File: src/rtl/stream_mixer.sv
// ---------------------------------------------------------------------------
// stream_mixer
//
// Pairs a lowpass and a highpass sample stream, applies a per-stream gain and
// mixes the pair into one saturated 12-bit sample for the DAC serialiser.
// Each side has a one-entry holding register, so the two streams do not have
// to arrive in the same cycle. A lone sample that waits too long for its
// partner is dropped without producing an output.
//
// Parameters
//   PAIR_TIMEOUT      cycles a lone held sample waits for its partner
//   OUT_OFFSET_BINARY 1 = offset-binary output, 0 = two's complement output
//
// Ports
//   clk               sample-domain clock (20 MHz)
//   reset             synchronous, active-high reset
//   lp_data/hp_data   12-bit two's complement input samples
//   lp_valid/hp_valid one-cycle strobes qualifying data and error
//   lp_error/hp_error 2-bit error flags travelling with each sample
//   lp_gain/hp_gain   unsigned gain, units of 1/8
//   ast_source_data   mixed output sample (held between strobes)
//   ast_source_valid  one-cycle strobe per mixed sample
//   ast_source_error  [0] input error or saturation, [1] input error or
//                     overwrite of a held sample
//   sat_count         saturated-output counter, sticks at 255
// ---------------------------------------------------------------------------
module stream_mixer #(
  parameter int PAIR_TIMEOUT      = 16,
  parameter int OUT_OFFSET_BINARY = 1
) (
  input  logic        clk,
  input  logic        reset,
  input  logic [11:0] lp_data,
  input  logic        lp_valid,
  input  logic [1:0]  lp_error,
  input  logic [11:0] hp_data,
  input  logic        hp_valid,
  input  logic [1:0]  hp_error,
  input  logic [3:0]  lp_gain,
  input  logic [3:0]  hp_gain,
  output logic [11:0] ast_source_data,
  output logic        ast_source_valid,
  output logic [1:0]  ast_source_error,
  output logic [7:0]  sat_count
);

  localparam int unsigned AW = $clog2(PAIR_TIMEOUT + 1);

  // The age register is zeroed at the capture edge, so it reads
  // PAIR_TIMEOUT-1 during the PAIR_TIMEOUT-th cycle the sample is held.
  // That is the cycle whose closing edge discards the entry.
  localparam logic [AW-1:0] AGE_LIM = AW'(PAIR_TIMEOUT - 1);

  localparam logic [11:0]        DATA_RST = (OUT_OFFSET_BINARY != 0) ? 12'h800 : 12'h000;
  localparam logic signed [17:0] SAT_MAX  = 18'sd2047;
  localparam logic signed [17:0] SAT_MIN  = -18'sd2048;

  // -------------------------------------------------------------------------
  // Holding registers
  // -------------------------------------------------------------------------
  logic [11:0]   r_lp_data;
  logic [1:0]    r_lp_err;
  logic          r_lp_held;
  logic          r_lp_ovr;
  logic [AW-1:0] r_lp_age;

  logic [11:0]   r_hp_data;
  logic [1:0]    r_hp_err;
  logic          r_hp_held;
  logic          r_hp_ovr;
  logic [AW-1:0] r_hp_age;

  // -------------------------------------------------------------------------
  // Pairing / launch decode
  // -------------------------------------------------------------------------
  logic          w_lp_avail;
  logic          w_hp_avail;
  logic          w_launch;
  logic          w_lp_drop;
  logic          w_hp_drop;
  logic [11:0]   w_lp_sel;
  logic [11:0]   w_hp_sel;
  logic [1:0]    w_lp_err_sel;
  logic [1:0]    w_hp_err_sel;
  logic          w_lp_ovr_sel;
  logic          w_hp_ovr_sel;

  always_comb begin
    w_lp_avail = r_lp_held | lp_valid;
    w_hp_avail = r_hp_held | hp_valid;
    w_launch   = w_lp_avail & w_hp_avail;

    // A lone entry is dropped only when its partner is absent this cycle.
    w_lp_drop  = r_lp_held & (r_lp_age == AGE_LIM) & ~w_hp_avail;
    w_hp_drop  = r_hp_held & (r_hp_age == AGE_LIM) & ~w_lp_avail;

    // A fresh sample wins over the held one on the same side.
    w_lp_sel     = lp_valid ? lp_data  : r_lp_data;
    w_hp_sel     = hp_valid ? hp_data  : r_hp_data;
    w_lp_err_sel = lp_valid ? lp_error : r_lp_err;
    w_hp_err_sel = hp_valid ? hp_error : r_hp_err;

    // A fresh sample replacing a held one in the launch cycle is itself an
    // overwrite: the held sample never reaches the output.
    w_lp_ovr_sel = r_lp_ovr | (lp_valid & r_lp_held);
    w_hp_ovr_sel = r_hp_ovr | (hp_valid & r_hp_held);
  end

  always_ff @(posedge clk) begin
    if (reset) begin
      r_lp_data <= '0;
      r_lp_err  <= '0;
      r_lp_held <= 1'b0;
      r_lp_ovr  <= 1'b0;
      r_lp_age  <= '0;
    end else begin
      if (lp_valid) begin
        r_lp_data <= lp_data;
        r_lp_err  <= lp_error;
      end
      if (w_launch) begin
        r_lp_held <= 1'b0;
        r_lp_ovr  <= 1'b0;
        r_lp_age  <= '0;
      end else if (lp_valid) begin
        r_lp_held <= 1'b1;
        r_lp_ovr  <= r_lp_ovr | r_lp_held;
        r_lp_age  <= '0;
      end else if (w_lp_drop) begin
        r_lp_held <= 1'b0;
        r_lp_ovr  <= 1'b0;
        r_lp_age  <= '0;
      end else if (r_lp_held) begin
        r_lp_age  <= r_lp_age + AW'(1);
      end
    end
  end

  always_ff @(posedge clk) begin
    if (reset) begin
      r_hp_data <= '0;
      r_hp_err  <= '0;
      r_hp_held <= 1'b0;
      r_hp_ovr  <= 1'b0;
      r_hp_age  <= '0;
    end else begin
      if (hp_valid) begin
        r_hp_data <= hp_data;
        r_hp_err  <= hp_error;
      end
      if (w_launch) begin
        r_hp_held <= 1'b0;
        r_hp_ovr  <= 1'b0;
        r_hp_age  <= '0;
      end else if (hp_valid) begin
        r_hp_held <= 1'b1;
        r_hp_ovr  <= r_hp_ovr | r_hp_held;
        r_hp_age  <= '0;
      end else if (w_hp_drop) begin
        r_hp_held <= 1'b0;
        r_hp_ovr  <= 1'b0;
        r_hp_age  <= '0;
      end else if (r_hp_held) begin
        r_hp_age  <= r_hp_age + AW'(1);
      end
    end
  end

  // -------------------------------------------------------------------------
  // Stage 1: gain multiply, registered at the launch edge
  // -------------------------------------------------------------------------
  logic signed [16:0] w_lp_op;
  logic signed [16:0] w_hp_op;
  logic signed [16:0] w_lp_gx;
  logic signed [16:0] w_hp_gx;
  logic signed [16:0] w_lp_prod;
  logic signed [16:0] w_hp_prod;

  always_comb begin
    w_lp_op   = {{5{w_lp_sel[11]}}, w_lp_sel};
    w_hp_op   = {{5{w_hp_sel[11]}}, w_hp_sel};
    w_lp_gx   = {13'd0, lp_gain};
    w_hp_gx   = {13'd0, hp_gain};
    w_lp_prod = w_lp_op * w_lp_gx;
    w_hp_prod = w_hp_op * w_hp_gx;
  end

  logic               r_s1_valid;
  logic signed [16:0] r_p_lp;
  logic signed [16:0] r_p_hp;
  logic [1:0]         r_s1_err;

  always_ff @(posedge clk) begin
    if (reset) begin
      r_s1_valid <= 1'b0;
      r_p_lp     <= '0;
      r_p_hp     <= '0;
      r_s1_err   <= '0;
    end else begin
      r_s1_valid <= w_launch;
      if (w_launch) begin
        r_p_lp      <= w_lp_prod;
        r_p_hp      <= w_hp_prod;
        r_s1_err[0] <= w_lp_err_sel[0] | w_hp_err_sel[0];
        r_s1_err[1] <= w_lp_err_sel[1] | w_hp_err_sel[1] | w_lp_ovr_sel | w_hp_ovr_sel;
      end
    end
  end

  // -------------------------------------------------------------------------
  // Stage 2: sum, scale by 1/8, saturate, format
  // -------------------------------------------------------------------------
  logic signed [17:0] w_sum;
  logic signed [17:0] w_shift;
  logic [11:0]        w_sat_val;
  logic               w_sat;
  logic [11:0]        w_out;

  always_comb begin
    w_sum   = {r_p_lp[16], r_p_lp} + {r_p_hp[16], r_p_hp};
    w_shift = w_sum >>> 3;
    if (w_shift > SAT_MAX) begin
      w_sat_val = 12'h7FF;
      w_sat     = 1'b1;
    end else if (w_shift < SAT_MIN) begin
      w_sat_val = 12'h800;
      w_sat     = 1'b1;
    end else begin
      w_sat_val = w_shift[11:0];
      w_sat     = 1'b0;
    end
    w_out = (OUT_OFFSET_BINARY != 0) ? (w_sat_val ^ 12'h800) : w_sat_val;
  end

  always_ff @(posedge clk) begin
    if (reset) begin
      ast_source_valid <= 1'b0;
      ast_source_data  <= DATA_RST;
      ast_source_error <= 2'b00;
      sat_count        <= '0;
    end else begin
      ast_source_valid <= r_s1_valid;
      if (r_s1_valid) begin
        ast_source_data  <= w_out;
        ast_source_error <= {r_s1_err[1], r_s1_err[0] | w_sat};
        if (w_sat && (sat_count != 8'hFF)) begin
          sat_count <= sat_count + 8'd1;
        end
      end
    end
  end

endmodule

File: config.mk
export PLATFORM = sky130hd
export DESIGN_NAME = stream_mixer
export DESIGN_NICKNAME = d
export VERILOG_FILES = /design/src/rtl/stream_mixer.sv
export SDC_FILE = /design/constraint.sdc
export NUM_CORES = 1
export LEC_CHECK = 0
export ABC_CLOCK_PERIOD_IN_PS = 5970
export BUFFER_PORTS_ARGS = -buffer_cell sky130_fd_sc_hd__buf_2
export CAP_MARGIN = 20
export CORE_MARGIN = 2
export CORE_UTILIZATION = 50
export CTS_BUF_LIST = sky130_fd_sc_hd__clkbuf_4 sky130_fd_sc_hd__clkbuf_8
export DETAILED_ROUTE_END_ITERATION = 16
export PLACE_DENSITY = 0.74
export SLEW_MARGIN = 10
export SYNTH_ARGS = -nofsm -noshare
export SYNTH_HDL_FRONTEND = slang
export SYNTH_SLANG_ARGS = --single-unit
File: constraint.sdc
create_clock -name clk -period 5.97 [get_ports clk]
set_input_delay 0.2985 -clock clk [delete_from_list [all_inputs] [get_ports clk]]
set_output_delay 0.2985 -clock clk [all_outputs]
set_load 0.02 [all_outputs]
==> impl_metrics.sql, run 1 <==
INSERT INTO impl_metrics (metric_group, metric, value, unit) VALUES
('synthesis', 'ys_seq_area_share', '24.8', '%'),
('route', 'dr_wl_met3', '373', 'microns'),
('cts', 'cts_setup_buffers', '0', ''),
('power_and_ir_drop', 'power_frac_comb', '39.0', '%'),
('route', 'post_drt_via_cell_ratio', '5.13', ''),
('cts', 'cts_buffer_depth', '2', ''),
('route', 'route.top_layer_used', 'met4', ''),
('layout', 'final_design_instance_area_without_fill', '8890', 'sq um'),
('synthesis', 'synth_async_sr_flop_share', '0', '%'),
('setup_path', 'end_kind', 'register', ''),
('grt', 'largest_net_degree_at_the_start_of_global_routing', '51', ''),
('layout', 'drive_gt1_share', '10.1', '%'),
('synthesis', 'synthesized_nets', '1148', ''),
('route', 'drtPass1Iterations', '5', ''),
('cts', 'ctsResizeCount', '0', ''),
('setup_path', 'critPathTopFamily', 'adder cells', ''),
('hold_path', 'timing.hold.worst.class', 'primary input to register', ''),
('setup_path', 'cp_buf_inv_count', '3', ''),
('sta', 'clock-skew-final', '0.0177', 'ns'),
('setup_path', 'crit_path_cell_trace', 'buf_2, mux2i_1, nor2b_1, ha_1, inv_1, fa_1, fa_1, inv_1, ha_1, a21o_1, a2111oi_0, nor3_1, a41o_1, o211a_1, a31oi_1, xnor2_1, a22o_1', ''),
('floorplan', 'die_h', '132', 'microns'),
('placed_design', 'gp_routability_congestion', '0.868', ''),
('synthesis', 'netlist_area', '8230', 'sq um'),
('cts', 'clk_transition_reported_paths', '0.11', 'ns'),
('setup_path', 'worst-endpoint-arrival', '4.78', 'ns'),
('sta', 'timing.setup.tns', '0', 'ns'),
('setup_path', 'timing.critical_path.from_type', 'primary input', ''),
('synthesis', 'gate_count_post_synth', '973', ''),
('power_and_ir_drop', 'net-switching-power', '0.000748', 'W'),
('sta', 'timing.final.hold_violations', '0', ''),
('sta', 'setup_repair_after_global_routing_missed_its_margin', 'false', ''),
('power_and_ir_drop', 'clock_power_share', '22.3', '%'),
('cts', 'holdBufCountCts', '0', ''),
('floorplan', 'start_util', '51.4', '%'),
('sta', 'timing.final.crit_period', '4.48', 'ns'),
('layout', 'fill_cells', '1509', ''),
('status', 'run_status', 'finished clean', ''),
('cts', 'clock_sinks', '102', ''),
('sta', 'timing.slew.headroom', '40.0', '%'),
('layout', 'syn2layout_area_growth', '8.14', '%'),
('route', 'wirelength_met1', '8120', 'microns'),
('synthesis', 'synth-seq-cells', '102', ''),
('grt', 'vias_in_the_first_global_route', '6293', ''),
('power_and_ir_drop', 'cellPowerDensity', '223', 'nW/um^2'),
('setup_path', 'critical_path.max_stage_delay', '0.55', 'ns'),
('grt', 'antenna_found_initial', '0', ''),
('route', 'number_of_drc_violations_after_detailed_routing', '0', ''),
('cts', 'clock_latency', '0.39', 'ns'),
('setup_path', 'worst-path-max-fanout', '24', ''),
('cts', 'clock_tree.root_cell', 'clkbuf_8', ''),
('cts', 'cts_buffers', '9', ''),
('placed_design', 'hpwlAfterDp', '12600', 'microns'),
('floorplan', 'die_w', '132', 'microns'),
('power_and_ir_drop', 'vdd.ir_drop.worst', '0.117', 'mV'),
('layout', 'design.final.nets', '1188', ''),
('layout', 'layout.cells.most_common', 'inv_1', ''),
('grt', 'gr-total-overflow', '0', ''),
('synthesis', 'syn_avg_cell_area', '8.45', 'sq um'),
('floorplan', 'num_rows', '46', ''),
('layout', 'mostFrequentLayoutCells', '122 x inv_1, 102 x dfxtp_1, 98 x nand2_1, 88 x nor2_1, 85 x ha_1', ''),
('floorplan', 'fp.dieArea', '17500', 'sq um'),
('route', 'detail-route-antenna-nets', '0', ''),
('flow_run', 'drv_cap', '0', ''),
('power_and_ir_drop', 'internal_power', '0.00123', 'W'),
('synthesis', 'synth.yosys.warnings', '0', ''),
('cts', 'clock_tree_from_tritoncts', 'done', ''),
('setup_path', 'cpMaxStageDelayCell', 'fa_1', ''),
('route', 'via_count', '6331', ''),
('route', 'initialDrtViolationCount', '310', ''),
('setup_path', 'timing.critical_path.required', '6.27', 'ns'),
('sta', 'setup_viol', '0', '');
## cell type report
class | instances | area [sq um] | area share, %
Clock buffer | 10 | 138 | 1.55
Timing Repair Buffer | 66 | 340 | 3.83
Multi-Input combinational cell | 712 | 5580 | 62.8
Inverter | 122 | 458 | 5.15
Tap cell | 216 | 270 | 3.04
Clock inverter | 6 | 62.6 | 0.703
Sequential cell | 102 | 2040 | 23.0
## kinds of logic after synthesis
group                      after synthesis  share of synthesized area [%]
adders and majority gates              135                           25.1
muxes                                   36                           4.50
and+or+nand+nor                        338                           19.7
xor gates and xnor gates                48                           5.11
AOI/OAI and AO/OA                      155                           13.3
DFF                                    102                           24.8
buffers and inverters                  159                           7.39
## worst paths after layout
check                                  start  cells after the start  slack (ns)          end
worst max-delay path                lp_valid                     17        1.49   r_p_lp[15]
worst min register to register   r_s1_err[1]                      2        0.46  r_s1_err[1]
worst min-delay path             hp_error[1]                      3        0.16  r_hp_err[1]
worst max register to register  r_hp_data[2]                     16        1.52   r_p_hp[15]
## flip-flops by register name, summed over array words and instances, names as in the netlist
register / flops
r_lp_data: 12
r_hp_held: 1
r_p_lp: 17
sat_count: 8
r_s1_err: 2
r_hp_err: 2
r_lp_held: 1
r_s1_valid: 1
r_lp_ovr: 1
r_lp_err: 2
r_p_hp: 17
r_hp_ovr: 1
r_hp_data: 12
r_lp_age: 5
ast_source_error: 2
ast_source_valid: 1
ast_source_data: 12
r_hp_age: 5
## per-stage QoR
stage | utilization, % | power (W) | cells | hold WS (ns) | worst slack (ns)
floorplan | - | 0.00139 | 973 | 0.436 | 1.23
global placement | 54.3 | 0.00154 | 1218 | 0.444 | 1.17
detailed placement | 54.3 | 0.00155 | 1218 | 0.449 | 1.06
CTS | 55.6 | 0.00200 | 1234 | 0.140 | 1.50
global route | 55.6 | 0.00214 | 1234 | 0.201 | 1.10
finish | 55.6 | 0.00198 | 1234 | 0.161 | 1.49
## cells in the mapped netlist, types with 3 or more instances
library cell | number | area (sq um)
a211oi_1 | 17 | 128
a21o_1 | 14 | 105
a21oi_1 | 60 | 300
a31oi_1 | 6 | 37.5
a41o_1 | 3 | 30.0
and2_1 | 18 | 113
and3_1 | 10 | 62.6
buf_1 | 4 | 15.0
buf_2 | 3 | 15.0
clkbuf_1 | 29 | 109
dfxtp_1 | 102 | 2040
fa_1 | 50 | 1000
ha_1 | 85 | 1060
inv_1 | 122 | 458
mux2_2 | 8 | 90.1
mux2i_1 | 28 | 280
nand2_1 | 98 | 368
nand2b_1 | 12 | 75.1
nand3_1 | 8 | 40.0
nand4_1 | 7 | 43.8
nor2_1 | 89 | 334
nor2b_1 | 66 | 413
nor3_1 | 13 | 65.1
o21a_1 | 5 | 37.5
o21ai_0 | 12 | 60.1
o21bai_1 | 5 | 37.5
o41ai_1 | 3 | 26.3
or3_1 | 11 | 68.8
xnor2_1 | 30 | 263
xor2_1 | 18 | 158
## power groups by stage
stage | combinational [W] | sequential, W | clock (W)
6_report | 0.000772 | 0.000765 | 0.000442
2_1_floorplan | 0.000614 | 0.000778 | 0
3_5_place_dp | 0.000770 | 0.000780 | 0
3_3_place_gp | 0.000759 | 0.000779 | 0
4_1_cts | 0.000776 | 0.000765 | 0.000459
5_1_grt | 0.000888 | 0.000771 | 0.000479
## metal layers
layer	GRT usage, %	vias up
met5	0	-
met4	5.91	0
met3	2.27	15
met2	32.8	67
met1	26.7	2965
li1	-	3284
## tightest hold or removal path, delay by kind of cell
family,cells,cell delay (ns)
muxes,1,0.06
buffers and inverters,1,0.09
and+or+nand+nor,1,0.08
No activity file was read; power rests on OpenSTA's default activity.
==> run 2: changes to the inputs <==
ABC_AREA = 1   (was default)
ABC_CLOCK_PERIOD_IN_PS = 3900   (was 5970)
PLACE_DENSITY = 0.77   (was 0.74)
clock period = 3.9 ns   (was 5.97 ns; I/O delays follow)
==> run 2 against run 1 <==
Against the previous run: cell area rose by 5.7%; core utilization increased by 3.6 points; register-to-register slack worse by 1.3 ns; via count is 12% higher; power increased by 70%; sequential share of layout area decreased by 1.2 points; synthesized area is 1.0% lower; worst setup slack got worse by 1.3 ns.
==> impl_metrics.sql, run 2 <==
INSERT INTO impl_metrics (metric_group, metric, value, unit) VALUES
('synthesis', 'ys_seq_area_share', '25.1', '%'),
('synthesis', 'syn_avg_cell_area', '7.52', 'sq um'),
('floorplan', 'io-pin-count', '63', ''),
('grt', 'grtUsageTotal', '20.3', '%'),
('setup_path', 'worst-endpoint-arrival', '3.95', 'ns'),
('setup_path', 'r2r_end', 'r_p_lp[11]', ''),
('synthesis', 'most_numerous_cell_in_the_yosys_netlist', 'inv_1', ''),
('cts', 'clock_sinks', '102', ''),
('power_and_ir_drop', 'cellPowerDensity', '359', 'nW/um^2'),
('layout', 'largest_registers', 'r_p_hp (17), r_p_lp (17)', ''),
('route', 'detail-route-antenna-nets', '0', ''),
('synthesis', 'synth-main-ff-cell', 'dfxtp_1', ''),
('cts', 'cts_max_level', '3', ''),
('power_and_ir_drop', 'pwr-share-seq', '35.5', '%'),
('setup_path', 'end_kind', 'register', ''),
('layout', 'mostFrequentLayoutCells', '182 x inv_1, 171 x nand2_1, 144 x nor2_1, 102 x dfxtp_1, 85 x ha_1', ''),
('flow_run', 'drv_cap', '0', ''),
('layout', 'design.final.nets', '1374', ''),
('power_and_ir_drop', 'power_frac_comb', '43.6', '%'),
('sta', 'timing.final.crit_period', '3.67', 'ns'),
('sta', 'timing.final.max_slew_violations', '0', ''),
('route', 'via_count', '7094', ''),
('synthesis', 'synthesized_nets', '1258', ''),
('setup_path', 'setup.worst_path.class', 'register to register', ''),
('floorplan', 'die_w', '132', 'microns'),
('synthesis', 'main_combinational_cell_family_by_area_after_synthesis', 'adder cells', ''),
('sta', 'holdWs', '0.0955', 'ns'),
('layout', 'drive_gt1_share', '16.0', '%'),
('synthesis', 'synth_xor_area_share', '4.30', '%'),
('placed_design', 'detailed_place.area', '9130', 'sq um'),
('cts', 'clock_latency', '0.38', 'ns'),
('synthesis', 'proportion_of_netlist_area_held_by_the_largest_area_contributor', '25.1', '%'),
('synthesis', 'yosysTopAreaCell', 'dfxtp_1', ''),
('setup_path', 'timing.critical_path.from_type', 'register', ''),
('power_and_ir_drop', 'net-switching-power', '0.00132', 'W'),
('power_and_ir_drop', 'clock_power_share', '20.9', '%'),
('hold_path', 'holdCritStartpoint', 'hp_data[5]', ''),
('cts', 'clk_transition_reported_paths', '0.10', 'ns'),
('synthesis', 'synth_fa_ha_area_share', '25.4', '%'),
('layout', 'fill_cells', '1475', ''),
('setup_path', 'cell_with_the_most_instances_on_the_worst_path', 'a21oi_1', ''),
('route', 'post_drt_via_cell_ratio', '5.00', ''),
('power_and_ir_drop', 'internal_power', '0.00205', 'W'),
('sta', 'period_share', '94.2', '%'),
('floorplan', 'fp.dieArea', '17300', 'sq um'),
('setup_path', 'timing.critical_path.required', '4.18', 'ns'),
('route', 'initialDrtViolationCount', '324', ''),
('cts', 'clock_tree.root_cell', 'clkbuf_8', ''),
('setup_path', 'cpMaxStageDelayCell', 'fa_1', ''),
('synthesis', 'synth.top_cells.by_area', 'dfxtp_1 25%, ha_1 13%, fa_1 12%, inv_1 8.4%, nand2_1 7.9%', ''),
('cts', 'clock_tree_from_tritoncts', 'done', ''),
('cts', 'holdBufCountCts', '0', ''),
('cts', 'cts_buffers', '9', ''),
('grt', 'antenna_found_initial', '0', ''),
('power_and_ir_drop', 'sw_ratio', '39.1', '%'),
('grt', 'vias_in_the_first_global_route', '6735', ''),
('floorplan', 'die_h', '132', 'microns'),
('floorplan', 'start_util', '51.3', '%'),
('synthesis', 'synth_async_sr_flop_share', '0', '%'),
('sta', 'timing.slew.headroom', '48.2', '%'),
('synthesis', 'synth-seq-cells', '102', ''),
('sta', 'setup_repair_after_global_routing_missed_its_margin', 'true', ''),
('synthesis', 'yosys.area_share.simple', '20.8', '%'),
('sta', 'setup_viol', '0', ''),
('setup_path', 'reg2reg_slack', '0.23', 'ns'),
('synthesis', 'synth_enable_flop_cells', '0', ''),
('route', 'number_of_drc_violations_after_detailed_routing', '0', ''),
('placed_design', 'port_buffers', '62', ''),
('floorplan', 'fp.coreArea', '15900', 'sq um'),
('synthesis', 'synth.yosys.warnings', '0', ''),
('power_and_ir_drop', 'leakage', '5.02', 'nW'),
('synthesis', 'synth_compound_area_share', '11.8', '%'),
('sta', 'timing.final.hold_violations', '0', ''),
('layout', 'syn2layout_area_growth', '15.5', '%'),
('status', 'run_status', 'finished clean', ''),
('setup_path', 'reg2reg_from', 'r_lp_data[3]', ''),
('placed_design', 'hpwlAfterDp', '14000', 'microns'),
('hold_path', 'holdPathStages', '3', ''),
('sta', 'worst-slew-pin-transition', '0.778', 'ns'),
('grt', 'global_route_wire_length_before_repair', '29600', 'microns'),
('synthesis', 'synth_top_cells_by_count', '182 x inv_1, 171 x nand2_1, 145 x nor2_1, 102 x dfxtp_1, 85 x ha_1', ''),
('layout', 'antenna_cells', '0', ''),
('setup_path', 'critical_path.max_stage_delay', '0.54', 'ns'),
('layout', 'fin_util', '59.2', '%'),
('sta', 'fmax', '272', 'MHz'),
('power_and_ir_drop', 'vdd.ir_drop.worst', '0.260', 'mV'),
('setup_path', 'worst-path-max-fanout', '4', ''),
('grt', 'gr-total-overflow', '0', ''),
('cts', 'cts_buffer_depth', '2', ''),
('route', 'wl_per_cell', '12.2', 'microns'),
('route', 'drtPass1Iterations', '4', ''),
('setup_path', 'crit_path_cell_trace', 'o21ai_1, nor2_1, ha_1, fa_1, inv_1, fa_1, inv_1, ha_1, a21oi_1, o21ai_1, a21oi_1, or2_2, nand2_1, a21oi_1, or2_2, nand3_1, nand2_1', ''),
('placed_design', 'gp_routability_congestion', '0.892', ''),
('synthesis', 'gate_count_post_synth', '1083', ''),
('hold_path', 'timing.hold.worst.class', 'primary input to register', ''),
('synthesis', 'synth.lib_cells_used.distinct', '39', ''),
('synthesis', 'synth.mux.area_fraction', '2.83', '%'),
('floorplan', 'num_rows', '46', ''),
('layout', 'final_design_instance_area_without_fill', '9400', 'sq um'),
('setup_path', 'worst_r2r_path_depth', '17', ''),
('grt', 'largest_net_degree_at_the_start_of_global_routing', '39', ''),
('hold_path', 'min_to', 'r_hp_data[5]', ''),
('synthesis', 'netlist_area', '8140', 'sq um'),
('route', 'routed_wl', '17300', 'microns'),
('sta', 'clock-skew-final', '0.0102', 'ns'),
('layout', 'layout.cells.most_common', 'inv_1', '');
-- run 2: worst max path at each step --
stage	startpoint	endpoint	slack (ns)	depth (start not counted)
2_1_floorplan	lp_valid	r_p_lp[11]	-0.03	20
3_3_place_gp	hp_valid	r_p_hp[14]	-0.17	19
3_5_place_dp	hp_valid	r_p_hp[14]	-0.16	19
4_1_cts	r_lp_data[4]	r_p_lp[11]	0.03	17
5_1_grt	r_lp_data[4]	r_p_lp[10]	-0.03	17
6_report	r_lp_data[3]	r_p_lp[11]	0.23	17
-- run 2: power groups by stage --
stage	clock network (W)	registers, W	logic [W]
detailed placement	0	0.00122	0.00145
global placement	0	0.00122	0.00142
CTS	0.000726	0.00120	0.00146
global route	0.000757	0.00121	0.00168
floorplan	0	0.00122	0.00100
finish	0.000705	0.00120	0.00147
-- run 2: metal layers --
layer  global-route usage (%)  vias to the layer above  share of wire [%]
met5                        0                        -                  0
met4                     4.23                        0               0.83
met3                     3.40                       13                3.8
met2                     34.7                      116                 47
met1                     27.0                     3287                 48
li1                         -                     3678                  -
-- run 2: critical path, delay by kind of cell, from the launching register on --
family / cells / cell delay [ns]
adders and majority gates: 4 / 1.67
and+or+nand+nor: 6 / 0.83
DFF: 1 / 0.31
buffers and inverters: 2 / 0.09
AOI/OAI and AO/OA: 5 / 0.67
-- run 2: cells by family (layout without fill, tap and decap cells) --
group,count (synthesis),count (layout)
AOI/OAI and AO/OA,170,170
and+or+nand+nor,403,403
xor gates and xnor gates,40,40
muxes,23,23
buffers and inverters,210,330
DFF,102,102
adders and majority gates,135,135
-- run 2: metrics by stage --
step	TNS, ns	std cells	setup slack, ns	power [W]
2_1_floorplan	-0.0290	1083	-0.0290	0.00222
3_3_place_gp	-0.237	1401	-0.168	0.00263
3_5_place_dp	-0.529	1401	-0.157	0.00267
4_1_cts	0	1416	0.0253	0.00338
5_1_grt	-0.0592	1419	-0.0274	0.00365
6_report	0	1419	0.225	0.00337
-- run 2: area by class of cell --
| type | instances | area, sq um | area share [%] |
|---|---|---|---|
| inverters | 185 | 694 | 7.39 |
| multi-input cells | 771 | 5360 | 57.0 |
| flip-flops and latches | 102 | 2040 | 21.7 |
| well taps | 216 | 270 | 2.87 |
| clock inverters | 6 | 76.3 | 0.812 |
| clock buffers | 9 | 124 | 1.32 |
| repair buffers | 130 | 833 | 8.86 |
-- run 2: what timing repair did --
item	in CTS	in global routing
setup buffers	0	3
resized for setup	0	15
endpoints found under the setup margin	0	13
==> run 3: changes to the inputs <==
CORE_UTILIZATION = 35   (was 50)
PLACE_DENSITY = 0.59   (was 0.77)
==> run 3 against run 2 <==
Against the previous run: count of clock-buffer cells in the layout stayed put; register-to-register slack worse by 0.02 ns; global-route usage is 5.2 points lower; flip-flop and latch count stayed put; sequential power hardly changed; worst hold slack worse by 0.017 ns; critical endpoint is now r_p_hp[14]; highest routed layer unchanged.
==> impl_metrics.sql, run 3 (synthesized netlist as in run 2, its figures left out) <==
INSERT INTO impl_metrics (metric_group, metric, value, unit) VALUES
('setup_path', 'cpMaxStageDelayCell', 'fa_1', ''),
('cts', 'clock_tree.root_cell', 'clkbuf_8', ''),
('layout', 'layout.cells.most_common', 'inv_1', ''),
('power_and_ir_drop', 'vdd.ir_drop.worst', '0.160', 'mV'),
('sta', 'timing.final.crit_period', '3.69', 'ns'),
('placed_design', 'hpwlAfterDp', '14400', 'microns'),
('floorplan', 'fp.coreArea', '22700', 'sq um'),
('layout', 'largest_registers', 'r_p_hp (17), r_p_lp (17)', ''),
('layout', 'layoutNonFillerInstCount', '1502', ''),
('sta', 'period_share', '94.6', '%'),
('floorplan', 'start_util', '35.9', '%'),
('floorplan', 'die_w', '157', 'microns'),
('hold_path', 'holdPathStages', '3', ''),
('floorplan', 'io-pin-count', '63', ''),
('sta', 'holdWs', '0.0788', 'ns'),
('power_and_ir_drop', 'power_frac_comb', '44.3', '%'),
('flow_run', 'drv_cap', '0', ''),
('sta', 'timing.setup.tns', '0', 'ns'),
('layout', 'final_design_instance_area_without_fill', '9570', 'sq um'),
('route', 'initialDrtViolationCount', '370', ''),
('hold_path', 'timing.hold.worst.class', 'primary input to register', ''),
('power_and_ir_drop', 'pwr-share-seq', '35.5', '%'),
('power_and_ir_drop', 'clock_power_share', '20.2', '%'),
('power_and_ir_drop', 'total_power', '0.00337', 'W'),
('route', 'number_of_drc_violations_after_detailed_routing', '0', ''),
('route', 'routed_wl', '17600', 'microns'),
('power_and_ir_drop', 'leakage', '5.08', 'nW'),
('setup_path', 'critical_path.max_stage_delay', '0.54', 'ns'),
('sta', 'setup_repair_after_global_routing_missed_its_margin', 'true', ''),
('status', 'run_status', 'finished clean', ''),
('floorplan', 'num_rows', '55', ''),
('route', 'wl_per_cell', '11.7', 'microns'),
('setup_path', 'worst-path-max-fanout', '4', ''),
('grt', 'vias_in_the_first_global_route', '6591', ''),
('grt', 'antenna_found_initial', '0', ''),
('layout', 'ff_latch_area', '2040', 'sq um'),
('setup_path', 'worst-endpoint-arrival', '4.03', 'ns'),
('grt', 'gr-total-overflow', '0', ''),
('setup_path', 'reg2reg_from', 'r_hp_data[3]', ''),
('sta', 'fmax', '271', 'MHz'),
('cts', 'clock_tree_from_tritoncts', 'done', ''),
('route', 'post_drt_via_cell_ratio', '4.64', ''),
('setup_path', 'end_kind', 'register', ''),
('power_and_ir_drop', 'sw_ratio', '38.7', '%'),
('setup_path', 'crit_path_cell_trace', 'o21ai_0, buf_4, nor2_1, ha_1, fa_1, inv_1, fa_1, inv_1, ha_1, a21oi_1, o21ai_0, nand2_1, nand3_1, a21o_1, a21oi_1, o21ai_1, buf_4, nand2_1', ''),
('cts', 'clock_sinks', '102', ''),
('route', 'via_count', '6963', ''),
('floorplan', 'fp.dieArea', '24500', 'sq um'),
('sta', 'setup_viol', '0', ''),
('cts', 'clock_latency', '0.39', 'ns'),
('route', 'detail-route-antenna-nets', '0', ''),
('setup_path', 'setup.worst_path.class', 'register to register', ''),
('sta', 'timing.final.hold_violations', '0', ''),
('power_and_ir_drop', 'net-switching-power', '0.00131', 'W'),
('cts', 'clk_transition_reported_paths', '0.10', 'ns'),
('hold_path', 'holdCritStartpoint', 'hp_error[1]', ''),
('sta', 'timing.slew.headroom', '43.5', '%'),
('cts', 'cts_buffer_depth', '2', ''),
('layout', 'drive_gt1_share', '16.9', '%'),
('cts', 'cts_buffers', '9', ''),
('route', 'drtPass1Iterations', '5', ''),
('placed_design', 'detailed_place.area', '9320', 'sq um'),
('grt', 'largest_net_degree_at_the_start_of_global_routing', '39', ''),
('setup_path', 'timing.critical_path.from_type', 'register', ''),
('setup_path', 'timing.critical_path.required', '4.24', 'ns'),
('power_and_ir_drop', 'cellPowerDensity', '352', 'nW/um^2'),
('floorplan', 'die_h', '157', 'microns'),
('placed_design', 'dpl.cell_count', '1485', ''),
('sta', 'timing.final.max_slew_violations', '0', ''),
('grt', 'grtUsageTotal', '15.0', '%'),
('layout', 'antenna_cells', '0', ''),
('power_and_ir_drop', 'internal_power', '0.00207', 'W'),
('placed_design', 'gp_routability_congestion', '0.847', ''),
('sta', 'worst-slew-pin-transition', '0.847', 'ns'),
('layout', 'footprint_of_the_multi_input_gates', '5350', 'sq um'),
('layout', 'fill_cells', '2360', ''),
('grt', 'global_route_wire_length_before_repair', '30300', 'microns'),
('placed_design', 'port_buffers', '62', ''),
('hold_path', 'min_to', 'r_hp_err[1]', ''),
('layout', 'syn2layout_area_growth', '17.5', '%'),
('layout', 'mostFrequentLayoutCells', '182 x inv_1, 171 x nand2_1, 144 x nor2_1, 102 x dfxtp_1, 85 x ha_1', ''),
('setup_path', 'r2r_end', 'r_p_hp[14]', ''),
('setup_path', 'reg2reg_slack', '0.21', 'ns'),
('sta', 'clock-skew-final', '0.0128', 'ns'),
('setup_path', 'worst_r2r_path_depth', '18', ''),
('layout', 'design.final.nets', '1389', ''),
('cts', 'cts_max_level', '3', '');
## run 3: routing by layer
layer / track usage [%] / wire (microns) / up-vias
li1: - / - / 3702
met1: 21.7 / 9290 / 3151
met2: 23.5 / 7590 / 93
met3: 2.74 / 578 / 17
met4: 3.23 / 170 / 0
met5: 0 / 0 / -
## run 3: timing repair
action                                  4_1_cts  5_1_grt
buffers inserted                              0        3
resized for setup                             0       12
endpoints found under the setup margin        0       11
hold buffers                                  0        0
## run 3: metrics by stage
step | util (%) | setup WS, ns
final | 42.1 | 0.209
after global routing | 42.1 | -0.0429
after CTS | 41.8 | 0.0507
after detailed placement | 41.0 | -0.185
after global placement | 41.0 | -0.167
after floorplan | - | -0.0290
## run 3: how the worst max path moves through the flow
stage | startpoint | slack, ns | endpoint | cells past startpoint
final | r_hp_data[3] | 0.21 | r_p_hp[14] | 18
after global routing | r_lp_data[4] | -0.04 | r_p_lp[11] | 17
after CTS | r_lp_data[3] | 0.05 | r_p_lp[11] | 17
after detailed placement | hp_valid | -0.18 | r_p_hp[14] | 18
after global placement | hp_valid | -0.17 | r_p_hp[14] | 18
after floorplan | lp_valid | -0.03 | r_p_lp[11] | 20
## run 3: power by group through the flow
stage | Sequential, W | Combinational (W) | Clock, W
after global routing | 0.00121 | 0.00172 | 0.000751
after floorplan | 0.00122 | 0.00100 | 0
after global placement | 0.00122 | 0.00148 | 0
after detailed placement | 0.00122 | 0.00148 | 0
after CTS | 0.00120 | 0.00150 | 0.000716
final | 0.00120 | 0.00149 | 0.000680
## run 3: critical path, delay by kind of cell, from the launching register on
family | cells | cell delay [ns]
AO/OA/AOI/OAI | 6 | 0.91
adder cells (fa/ha/maj) | 4 | 1.71
buffers and inverters | 4 | 0.41
flip-flops | 1 | 0.31
AND/OR/NAND/NOR | 4 | 0.30
## run 3: area by class of cell
cell class / instances / area share, %
clock buffer: 9 / 1.29
clock inverter: 5 / 0.641
inverter: 185 / 7.26
multi-input combinational: 771 / 56.0
sequential: 102 / 21.3
tap: 285 / 3.73
timing repair buffer: 145 / 9.76
